==> src/rtl/riscv_pkg.sv <==
// ============================================================================
// Module : riscv_pkg
// Brief  : Shared fetch-stage constants, fetch FSM encoding and tag helper.
// Rev    : 1.0 - initial release
// ============================================================================
`default_nettype none

package riscv_pkg;

  localparam logic [31:0] c_nop_inst   = 32'h0000_0013;
  localparam logic [2:0]  c_bubble_tag = 3'd0;

  typedef enum logic [1:0] {
    S_FETCH   = 2'd0,
    S_HOLD    = 2'd1,
    S_DISCARD = 2'd2
  } fetch_state_e;

  // Tags cycle 1..7 so that 0 always identifies a bubble.
  function automatic logic [2:0] next_tag(input logic [2:0] tag);
    return (tag == 3'd7) ? 3'd1 : tag + 3'd1;
  endfunction

endpackage

`default_nettype wire

==> src/rtl/fetch_stage.sv <==
// ============================================================================
// Module : fetch_stage
// Brief  : Instruction fetch with stall skid buffer and redirect/discard FSM.
// Rev    : 1.0 - initial release
// ============================================================================
`default_nettype none

module fetch_stage
  import riscv_pkg::*;
#(
  parameter int                     PC_WIDTH   = 32,
  parameter int                     ADDR_WIDTH = 32,
  parameter logic [PC_WIDTH-1:0]    RESET_PC   = '0
) (
  input  logic                  i_Clock,
  input  logic                  i_Reset,
  input  logic                  i_Stall,
  input  logic                  i_Redirect,
  input  logic [PC_WIDTH-1:0]   i_RedirectPC,
  output logic                  o_MemRd,
  output logic [ADDR_WIDTH-1:0] o_MemAddr,
  input  logic [31:0]           i_MemData,
  input  logic                  i_MemReady,
  output logic [PC_WIDTH-1:0]   o_PC,
  output logic [31:0]           o_Inst,
  output logic [2:0]            o_DbgTag
);

  fetch_state_e        state_q, state_d;
  logic [PC_WIDTH-1:0] pc_q, pc_d;
  logic [PC_WIDTH-1:0] target_q, target_d;
  logic [31:0]         hold_q, hold_d;
  logic [2:0]          tag_q, tag_d;
  logic [PC_WIDTH-1:0] slot_pc_q, slot_pc_d;
  logic [31:0]         slot_inst_q, slot_inst_d;
  logic [2:0]          slot_tag_q, slot_tag_d;

  logic [PC_WIDTH-1:0] w_redirect_pc;
  logic [PC_WIDTH-1:0] w_pc_plus4;

  assign w_redirect_pc = i_RedirectPC & ~PC_WIDTH'(3);
  assign w_pc_plus4    = pc_q + PC_WIDTH'(4);

  assign o_MemRd   = !i_Reset && (state_q != S_HOLD);
  assign o_MemAddr = ADDR_WIDTH'(pc_q);
  assign o_PC      = slot_pc_q;
  assign o_Inst    = slot_inst_q;
  assign o_DbgTag  = slot_tag_q;

  always_comb begin
    state_d     = state_q;
    pc_d        = pc_q;
    target_d    = target_q;
    hold_d      = hold_q;
    tag_d       = tag_q;
    slot_pc_d   = slot_pc_q;
    slot_inst_d = slot_inst_q;
    slot_tag_d  = slot_tag_q;

    // A redirect always empties the slot, even under stall.
    if (i_Redirect) begin
      slot_pc_d   = '0;
      slot_inst_d = c_nop_inst;
      slot_tag_d  = c_bubble_tag;
    end

    unique case (state_q)
      S_FETCH: begin
        if (i_Redirect) begin
          if (i_MemReady) begin
            pc_d = w_redirect_pc;
          end else begin
            target_d = w_redirect_pc;
            state_d  = S_DISCARD;
          end
        end else if (i_MemReady && !i_Stall) begin
          slot_pc_d   = pc_q;
          slot_inst_d = i_MemData;
          slot_tag_d  = tag_q;
          tag_d       = next_tag(tag_q);
          pc_d        = w_pc_plus4;
        end else if (i_MemReady) begin
          hold_d  = i_MemData;
          pc_d    = w_pc_plus4;
          state_d = S_HOLD;
        end else if (!i_Stall) begin
          slot_pc_d   = '0;
          slot_inst_d = c_nop_inst;
          slot_tag_d  = c_bubble_tag;
        end
      end

      S_HOLD: begin
        if (i_Redirect) begin
          pc_d    = w_redirect_pc;
          state_d = S_FETCH;
        end else if (!i_Stall) begin
          slot_pc_d   = pc_q - PC_WIDTH'(4);
          slot_inst_d = hold_q;
          slot_tag_d  = tag_q;
          tag_d       = next_tag(tag_q);
          state_d     = S_FETCH;
        end
      end

      S_DISCARD: begin
        if (!i_Stall) begin
          slot_pc_d   = '0;
          slot_inst_d = c_nop_inst;
          slot_tag_d  = c_bubble_tag;
        end
        if (i_Redirect) begin
          target_d = w_redirect_pc;
        end
        if (i_MemReady) begin
          pc_d    = i_Redirect ? w_redirect_pc : target_q;
          state_d = S_FETCH;
        end
      end

      default: begin
        state_d = S_FETCH;
      end
    endcase
  end

  always_ff @(posedge i_Clock) begin
    if (i_Reset) begin
      state_q     <= S_FETCH;
      pc_q        <= RESET_PC;
      target_q    <= '0;
      hold_q      <= '0;
      tag_q       <= 3'd1;
      slot_pc_q   <= '0;
      slot_inst_q <= c_nop_inst;
      slot_tag_q  <= c_bubble_tag;
    end else begin
      state_q     <= state_d;
      pc_q        <= pc_d;
      target_q    <= target_d;
      hold_q      <= hold_d;
      tag_q       <= tag_d;
      slot_pc_q   <= slot_pc_d;
      slot_inst_q <= slot_inst_d;
      slot_tag_q  <= slot_tag_d;
    end
  end

endmodule

`default_nettype wire

==> config.mk <==
export PLATFORM = sky130hd
export DESIGN_NAME = fetch_stage
export DESIGN_NICKNAME = d
export VERILOG_FILES = /design/src/rtl/riscv_pkg.sv /design/src/rtl/fetch_stage.sv
export SDC_FILE = /design/constraint.sdc
export NUM_CORES = 1
export LEC_CHECK = 0
export ABC_AREA = 1
export CORE_MARGIN = 2
export CORE_UTILIZATION = 44
export CTS_CLUSTER_SIZE = 24
export DETAILED_ROUTE_END_ITERATION = 6
export PLACE_DENSITY = 0.8
export SYNTH_ARGS = -nofsm -noshare
export SYNTH_HDL_FRONTEND = slang
export SYNTH_SLANG_ARGS = --single-unit
==> constraint.sdc <==
create_clock -name i_Clock -period 2.2 [get_ports i_Clock]
set_input_delay 0.33 -clock i_Clock [delete_from_list [all_inputs] [get_ports i_Clock]]
set_output_delay 0.33 -clock i_Clock [all_outputs]
set_load 0.005 [all_outputs]
==> impl_metrics.json, run 1 <==
{
  "ys_seq_area_share_pct": 34.9,
  "grt_start_max_net_pins": 91,
  "antenna_diode_count": 0,
  "final_area_um2": 12400,
  "seq_area_um2": 3370,
  "ir_drop_v": 0.000604,
  "worst_ep_required_time_ns": 1.87,
  "hp-class": "primary input to flip-flop",
  "timing_worst_setup_path_type": "flip-flop to output port",
  "setup_total_negative_slack_ns": 0,
  "slew_margin_rel_pct": 64.2,
  "rsz_0062_raised_after_global_routing": "false",
  "areaGrowthSynthToFinish_pct": 28.5,
  "placed_cell_area_um2": 11700,
  "setup_fix_buffers_added_after_clock_tree_synthesis": 0,
  "postSynth.topFlopCell": "dfxtp_1",
  "max-clock-path-buffers": 2,
  "post_drt_wl_per_cell_um": 17.1,
  "cts-hold-fix-buffers": 0,
  "final.setup_skew_ns": 0.0109,
  "yosysTopAreaCellShare_pct": 34.9,
  "grt_antenna_before_repair": 1,
  "cts.sinks": 168,
  "crit_path_start_kind": "flip-flop",
  "cts_root_buf": "clkbuf_16",
  "die_width_um": 152,
  "netlist.top_cell.by_area": "dfxtp_1",
  "utilization_pct": 57.1,
  "final.period_utilization_pct": 95.3,
  "cells_taking_the_most_area_after_synthesis": "dfxtp_1 (35%), nand2_1 (15%), a21oi_1 (12%)",
  "place_hpwl_mm": 23.6,
  "synth_nets": 1562,
  "report.final.setup_viol": 0,
  "leakage_power_figure_nw": 4.81,
  "drt-total-wl_mm": 33.0,
  "first_global_vias": 9932,
  "dieHeight_um": 152,
  "final_cells": 1924,
  "clock_tree.htree_level_count": 4,
  "number_of_primary_i_o_pins": 169,
  "port-buffer-count": 166,
  "outcome": "completed",
  "fillerInstances": 2038,
  "crit_path_end_kind": "output port",
  "placed_cells_incl_taps": 1892,
  "ant_nets": 0,
  "grt_usage_pct": 27.5,
  "yosysWarningCount": 0,
  "synth_cell_type_count": 49,
  "count_of_vias_placed_by_the_detailed_router": 10767,
  "route.detailed.vias_per_inst": 5.60,
  "fp.dieArea_um2": 23100,
  "clk-insertion-delay-late_ns": 0.45,
  "syn_avg_cell_area_um2": 6.49,
  "worst_ep_arrival_time_ns": 1.77,
  "fmax_ghz": 0.477,
  "timing.final.max_slew_violations": 0,
  "place.gp.congestion": 0.927,
  "cap_violations": 0,
  "power_per_cell_area_nw_per_um2": 936,
  "grt_first_pass_wirelength_mm": 52.1,
  "drc_errors": 0,
  "number_of_synthesized_flops_with_an_enable_pin": 0,
  "cts_made_buffers": 17,
  "async_flop_share_pct": 0,
  "number_of_hold_violations_in_the_final_report": 0,
  "finalWorstPathRequiredPeriod_ns": 2.10,
  "core_area_um2": 21700,
  "cts.reportedPaths.clkPinSlew_ns": 0.07,
  "worstPathMaxFanout": 4,
  "drtPass1Iterations": 6,
  "synthesis.instances": 1485,
  "worst_pin_slew_ns": 0.534,
  "rows": 54,
  "initial_core_util_pct": 44.5,
  "clock_tree_from_tritoncts": "built",
  "layout-drive-gt1-share_pct": 9.43,
  "initialDrtViolationCount": 918,
  "grt.overflow.total": 0,
  "synth.ff_latch_count": 168,
  "synth.cell_area_um2": 9640,
  "fin_nets": 1708,
  "multi_input_area_um2": 5460
}
==> stage by stage <==
| step | hold slack [ns] | total power, mW | worst slack (ns) |
|---|---|---|---|
| final | 0.452 | 11.6 | 0.104 |
| after global routing | 0.460 | 12.3 | 0.0144 |
| after CTS | 0.432 | 11.5 | 0.0236 |
| after detailed placement | 0.456 | 8.40 | 0.0479 |
| after global placement | 0.448 | 8.34 | 0.100 |
| after floorplan | 0.441 | 6.62 | 0.341 |
==> synthesized netlist by cell type (2+ instances only) <==
library cell and n:
nand2_1 388, a21oi_1 239, dfxtp_1 168, nor2_1 159
o21ai_0 97, inv_1 78, nand3_1 77, clkbuf_1 45
a22oi_1 36, buf_2 34, buf_4 16, nor3_1 15
xor2_1 13, nand4_1 11, inv_2 10, o21ai_1 10
nor2_2 9, nor3_2 9, ha_1 8, nor2_4 6
o211ai_1 6, o221ai_1 6, inv_4 5, o22ai_1 5
a31oi_1 3, buf_1 3, nand2_2 3, nor2_8 3
o211a_1 2, o32ai_1 2
==> kinds of logic after synthesis <==
family	synth area share, %
simple gates	30.3
buf+inv	8.78
xor+xnor	1.27
compound gates	23.7
flops	34.9
fa+ha+maj	1.04
==> sequential cells by signal, indices dropped and copies added (netlist names) <==
| signal | cells |
|---|---|
| tag_q | 3 |
| o_PC | 32 |
| o_MemAddr | 32 |
| state_q | 2 |
| target_q | 32 |
| o_DbgTag | 3 |
| o_Inst | 32 |
| hold_q | 32 |
==> power by group <==
group	switching (mW)	internal (mW)	total [mW]
Sequential	0.465	3.40	3.87
Clock	1.59	1.57	3.15
Combinational	2.82	1.76	4.58
==> metal layers <==
metal,wire length (um),GRT usage (%),up-vias
met5,7,0,-
met4,828,8.90,2
met3,2370,4.73,67
met2,15400,44.9,461
met1,14400,37.0,5001
li1,-,-,5236
==> repair_timing <==
item / 4_1_cts / 5_1_grt
gates cloned: 0 / 0
resized for setup: 2 / 9
endpoints found under the setup margin: 1 / 34
==> final timing paths <==
kind,startpoint,endpoint,slack (ns),cells past startpoint
worst max-delay path,state_q[1]$_SDFFE_PP0P_,o_MemRd,0.10,4
worst min-delay path,i_Reset,state_q[1]$_SDFFE_PP0P_,0.45,3
worst max register to register,state_q[0]$_SDFFE_PP0P_,o_MemAddr[23]$_SDFFE_PP0P_,0.18,10
worst min register to register,o_PC[1]$_SDFF_PP0_,o_PC[1]$_SDFF_PP0_,0.47,2
==> placed cells by master, fill, tap and decap left out, types with 3 or more instances in the layout <==
cell type / count
inv_8: 4
nand4_1: 11
o211ai_1: 6
nor2_2: 10
inv_2: 11
nand2_1: 388
o22ai_1: 5
o21ai_0: 97
nor2_1: 158
xor2_1: 13
nor3_1: 15
buf_4: 49
clkdlybuf4s50_1: 164
a21oi_1: 239
inv_6: 3
dfxtp_1: 164
ha_1: 6
clkinv_8: 5
a22oi_1: 36
o21ai_1: 10
buf_12: 10
nor2_8: 3
dfxtp_2: 4
a31oi_1: 3
inv_4: 6
nor3_2: 9
nand2_2: 3
o221ai_1: 6
nand3_1: 77
inv_1: 75
clkbuf_16: 17
nor2_4: 6
==> worst max-delay path, stage by stage (launching register included) <==
cell	delay [ns]
dfxtp_1	0.38
inv_2	0.08
ha_4	0.18
nor2_2	0.15
clkdlybuf4s50_1	0.53
==> layout make-up <==
cell class / instances / area share (%)
Multi-Input combinational cell: 1124 / 44.0
Timing Repair Buffer: 226 / 18.0
Clock buffer: 17 / 3.43
Inverter: 94 / 2.97
Tap cell: 280 / 2.83
Clock inverter: 15 / 1.56
Sequential cell: 168 / 27.2
(Power assumes the default switching activity.)
==> run 2, diff against run 1 <==
CORE_MARGIN = 3   (was 2)
CORE_UTILIZATION = 54   (was 44)
PLACE_DENSITY = 0.93   (was 0.8)
==> impl_metrics.json, run 2 (same netlist as run 1, synthesis figures left out) <==
{
  "cts_root_buf": "clkbuf_16",
  "place.gp.congestion": 0.996,
  "dieHeight_um": 140,
  "count_of_vias_placed_by_the_detailed_router": 11142,
  "crit_path_start_kind": "flip-flop",
  "drtPass1Iterations": 6,
  "netSwitchingFraction_pct": 41.7,
  "utilization_pct": 70.1,
  "rows": 48,
  "number_of_hold_violations_in_the_final_report": 0,
  "slew_margin_rel_pct": 62.5,
  "most_common_cell_after_layout_fill_and_taps_aside": "nand2_1",
  "clock_power_share_pct": 26.0,
  "final.setup_skew_ns": 0.0130,
  "initial_core_util_pct": 55.4,
  "grt_antenna_before_repair": 0,
  "hp-class": "primary input to flip-flop",
  "place_hpwl_mm": 22.9,
  "worst_ep_arrival_time_ns": 2.45,
  "post_drt_wl_per_cell_um": 17.5,
  "p_comb_share_pct": 39.7,
  "fp.dieArea_um2": 19500,
  "grt_usage_pct": 32.5,
  "ir_drop_v": 0.000706,
  "cts-hold-fix-buffers": 0,
  "netSwitchingPower_mw": 4.73,
  "worst_pin_slew_ns": 0.560,
  "antenna_diode_count": 0,
  "fin_nets": 1699,
  "clock_tree_from_tritoncts": "built",
  "layout_common_cells": "nand2_1 (387), a21oi_1 (239), dfxtp_1 (164), clkdlybuf4s50_1 (163), nor2_1 (158)",
  "ant_nets": 0,
  "grt_start_max_net_pins": 67,
  "timing_worst_setup_path_type": "flip-flop to flip-flop",
  "max-clock-path-buffers": 2,
  "clock_tree.htree_level_count": 4,
  "port-buffer-count": 166,
  "outcome": "completed",
  "leakage_power_figure_nw": 4.75,
  "drc_errors": 0,
  "grt_first_pass_wirelength_mm": 52.4,
  "final.period_utilization_pct": 95.9,
  "power.sequential.fraction_pct": 34.3,
  "first_global_vias": 10181,
  "finalWorstPathRequiredPeriod_ns": 2.11,
  "p_int_mw": 6.62,
  "cts.sinks": 168,
  "timing.final.max_slew_violations": 0,
  "die_width_um": 140,
  "crit_path_end_kind": "flip-flop",
  "areaGrowthSynthToFinish_pct": 26.5,
  "cts.reportedPaths.clkPinSlew_ns": 0.07,
  "worst_ep_required_time_ns": 2.54,
  "setup_total_negative_slack_ns": 0,
  "number_of_primary_i_o_pins": 169,
  "cap_violations": 0,
  "worstPathMaxFanout": 7,
  "initialDrtViolationCount": 1335,
  "cts_made_buffers": 17,
  "clk-insertion-delay-late_ns": 0.44,
  "fillerInstances": 1361,
  "fmax_ghz": 0.474,
  "rsz_0062_raised_after_global_routing": "false",
  "route.detailed.vias_per_inst": 5.99,
  "report.final.setup_viol": 0,
  "grt.overflow.total": 0,
  "core_area_um2": 17400,
  "layout-drive-gt1-share_pct": 8.93,
  "drt-total-wl_mm": 32.6,
  "power_per_cell_area_nw_per_um2": 930
}
[run 2: repair_timing]
action,4_1_cts,5_1_grt
cloned,0,0
setup endpoints to repair,1,33
resized for setup,5,9
endpoints found under the hold margin,0,0
buffers inserted,0,0
[run 2: per-stage QoR]
step                hold slack, ns  cells  area [um^2]  power [mW]  setup WS (ns)
floorplan                    0.441   1485         9640        6.62          0.341
global placement             0.449   1828        11600        8.17         0.0709
detailed placement           0.453   1828        11600        8.26         0.0225
CTS                          0.415   1860        12200        11.2         0.0812
global route                 0.437   1860        12200        12.0        0.00544
finish                       0.425   1860        12200        11.3         0.0911
[run 2: path summary, 6_finish.rpt]
path / cells after the start / to / start / slack, ns
setup / recovery: 9 / o_MemAddr[23]$_SDFFE_PP0P_ / o_MemAddr[7]$_SDFFE_PP0P_ / 0.09
hold / removal: 3 / o_Inst[18]$_SDFF_PP0_ / i_Reset / 0.43
setup reg to reg: 9 / o_MemAddr[23]$_SDFFE_PP0P_ / o_MemAddr[7]$_SDFFE_PP0P_ / 0.09
hold reg to reg: 2 / o_PC[2]$_SDFF_PP0_ / o_PC[2]$_SDFF_PP0_ / 0.47
[run 2: power groups by stage]
stage / Sequential, mW / Combinational [mW] / Clock [mW]
after CTS: 3.85 / 4.40 / 2.97
final: 3.89 / 4.50 / 2.95
after detailed placement: 3.91 / 4.35 / 0
after global routing: 3.92 / 4.96 / 3.08
after floorplan: 3.71 / 2.91 / 0
after global placement: 3.90 / 4.27 / 0
[run 2: critical path: stages (launching register included)]
cell	delay (ns)
dfxtp_1	0.53
inv_2	0.16
nor3_2	0.31
nand3_1	0.13
nor2_1	0.16
nand2_1	0.14
o21ai_0	0.33
nand2_1	0.11
nand2_1	0.07
a21oi_1	0.05
[run 2: cell type report]
class	instances	area [um^2]	area share, %
Clock inverter	15	150	1.23
Tap cell	225	282	2.31
Timing Repair Buffer	217	2150	17.6
Inverter	94	373	3.06
Clock buffer	17	425	3.49
Multi-Input combinational cell	1124	5460	44.7
Sequential cell	168	3370	27.6
[run 2: per-layer routing]
metal / up-vias / part of all wire, % / routed length [um] / track usage [%]
li1: 5232 / - / - / -
met1: 5093 / 40 / 13100 / 43.7
met2: 709 / 46 / 14900 / 52.2
met3: 108 / 11 / 3470 / 6.70
met4: 0 / 3.4 / 1100 / 10.9
met5: - / 0 / 0 / 0
==> run 3, diff against run 2 <==
CELL_PAD_IN_SITES_DETAIL_PLACEMENT = 2   (was not set)
CELL_PAD_IN_SITES_GLOBAL_PLACEMENT = 2   (was not set)
CORE_UTILIZATION = 29   (was 54)
==> impl_metrics.json, run 3 (same netlist as run 1, synthesis figures left out) <==
{
  "place_hpwl_mm": 35.4,
  "drtPass1Iterations": 5,
  "most_common_cell_after_layout_fill_and_taps_aside": "nand2_1",
  "route.detailed.vias_per_inst": 5.89,
  "finalHoldWorstSlack_ns": 0.468,
  "cts.sinks": 168,
  "cts-hold-fix-buffers": 0,
  "die_width_um": 188,
  "port-buffer-count": 166,
  "drt-total-wl_mm": 56.7,
  "worst-r2r-setup-slack_ns": -0.10,
  "violations": "setup timing",
  "cts_root_buf": "clkbuf_16",
  "hold_path_startpoint": "o_PC[20]$_SDFF_PP0_",
  "rows": 66,
  "layout_common_cells": "nand2_1 (383), a21oi_1 (235), clkdlybuf4s50_1 (163), nor2_1 (152), dfxtp_1 (148)",
  "grt_first_pass_wirelength_mm": 78.7,
  "grt_start_max_net_pins": 63,
  "final.period_utilization_pct": 105,
  "number_of_primary_i_o_pins": 169,
  "finalWorstPathRequiredPeriod_ns": 2.30,
  "initial_core_util_pct": 29.6,
  "antenna_diode_count": 0,
  "dieHeight_um": 188,
  "hold_path_end": "o_PC[20]$_SDFF_PP0_",
  "ant_nets": 0,
  "setup_slack_ns": -0.101,
  "fmax_ghz": 0.435,
  "critical_path.top_delay_family": "simple AND/OR/NAND/NOR gates",
  "fp.dieArea_um2": 35500,
  "power_per_cell_area_nw_per_um2": 1010,
  "clk-insertion-delay-late_ns": 0.48,
  "leakage_power_figure_nw": 4.90,
  "core_area_um2": 32600,
  "cp_cell_sequence": "inv_2 > ha_2 > inv_4 > nor2_4 > inv_4 > nor2_1 > inv_1 > buf_4 > nor2_1 > nor2_1",
  "grt_usage_pct": 28.5,
  "timing_worst_setup_path_type": "flip-flop to flip-flop",
  "setup_total_negative_slack_ns": -0.435,
  "layout-drive-gt1-share_pct": 12.7,
  "cap_violations": 0,
  "worst_ep_required_time_ns": 2.56,
  "timing.critical_path.buf_inv": 5,
  "first_global_vias": 12843,
  "cts_made_buffers": 17,
  "path_common_cell": "nor2_1",
  "rsz_0062_raised_after_global_routing": "true",
  "initialDrtViolationCount": 982,
  "worstPathMaxFanout": 14,
  "areaGrowthSynthToFinish_pct": 33.1,
  "drc_errors": 0,
  "grt_antenna_before_repair": 0,
  "hp-class": "flip-flop to flip-flop",
  "worst_pin_slew_ns": 0.605,
  "report.final.setup_viol": 13,
  "post_drt_wl_per_cell_um": 27.0,
  "reg2reg_depth": 10,
  "worst_r2r_endpoint": "hold_q[0]$_SDFFE_PP0P_",
  "slew_margin_rel_pct": 59.6,
  "outcome": "complete, but fails checks",
  "clock_tree_from_tritoncts": "built",
  "crit_path_end_kind": "flip-flop",
  "count_of_vias_placed_by_the_detailed_router": 12371,
  "worst_ep_arrival_time_ns": 2.66,
  "clock_tree.htree_level_count": 4,
  "max_incr_delay_on_cp_ns": 0.38,
  "fin_nets": 1722,
  "cts.reportedPaths.clkPinSlew_ns": 0.09,
  "critPathSlowestCell": "nor2_1",
  "timing.final.max_slew_violations": 0,
  "ir_drop_v": 0.000640,
  "crit_path_start_kind": "flip-flop",
  "max-clock-path-buffers": 2,
  "min_path_cells": 2,
  "final.setup_skew_ns": 0.0239,
  "number_of_hold_violations_in_the_final_report": 0,
  "grt.overflow.total": 0,
  "timing.rr.start": "state_q[1]$_SDFFE_PP0P_",
  "place.gp.congestion": 0.888
}
run 3: changes by cell type in the layout (fill, tap and decap cells not counted), sizes merged:
cell,change
bufinv,+1
clkinvlp,+1
buf,+21
clkbuf,+4
clkinv,-1
inv,-3
run 3: metal layers:
metal / vias to the layer above / global-route usage, % / wire length (um)
li1: 5278 / - / -
met1: 6238 / 34.5 / 22300
met2: 632 / 48.2 / 27500
met3: 223 / 4.73 / 3320
met4: 0 / 16.0 / 3600
met5: - / 0 / 0
run 3: area by class of cell:
type	instances	area, um^2
Multi-Input combinational cell	1124	5560
Clock buffer	19	443
Clock inverter	13	140
Fill cell	3773	19800
Inverter	94	370
Timing Repair Buffer	240	2380
Tap cell	442	553
Sequential cell	168	3390
run 3: worst max path at each step:
stage          slack (ns)  cells past startpoint                 startpoint                    endpoint
3_5_place_dp        -0.11                     11  o_MemAddr[4]$_SDFFE_PP0P_  o_MemAddr[28]$_SDFFE_PP0P_
2_1_floorplan        0.34                     14    state_q[0]$_SDFFE_PP0P_         o_PC[21]$_SDFF_PP0_
3_3_place_gp         0.05                      9                    i_Stall        o_Inst[5]$_SDFF_PP0_
6_report            -0.10                     10    state_q[1]$_SDFFE_PP0P_      hold_q[0]$_SDFFE_PP0P_
5_1_grt             -0.14                     10    state_q[1]$_SDFFE_PP0P_      hold_q[0]$_SDFFE_PP0P_
4_1_cts             0.006                     13    state_q[0]$_SDFFE_PP0P_       o_Inst[10]$_SDFF_PP0_
run 3: stage by stage:
stage | cell area, um^2 | total power [mW] | setup slack [ns] | instances | util, %
6_report | 12800 | 13.0 | -0.101 | 2100 | 39.4
3_5_place_dp | 11900 | 8.86 | -0.114 | 2051 | 36.5
4_1_cts | 12600 | 12.2 | 0.00603 | 2085 | 38.5
5_1_grt | 12800 | 13.4 | -0.139 | 2100 | 39.4
2_1_floorplan | 9640 | 6.62 | 0.341 | 1485 | -
3_3_place_gp | 11900 | 8.44 | 0.0532 | 2051 | 36.5
run 3: worst register-to-register path, cell delays in order, from the launching register on:
cell and delay (ns):
dfxtp_4 0.37, inv_2 0.13, ha_2 0.24, inv_4 0.07
nor2_4 0.18, inv_4 0.08, nor2_1 0.38, inv_1 0.12
buf_4 0.22, nor2_1 0.25, nor2_1 0.13
run 3: where the power goes:
group	internal (mW)	total, mW	switching [mW]	leakage (nW)
logic	1.94	5.75	3.81	3.24
clock network	1.63	3.23	1.60	0.282
registers	3.42	4.00	0.580	1.38
run 3: timing repair:
action	in CTS	in global routing
gates cloned	0	2
hold endpoints to repair	0	0
pin swaps	3	10
setup endpoints to repair	30	82
resized for setup	21	47
buffers inserted	2	13
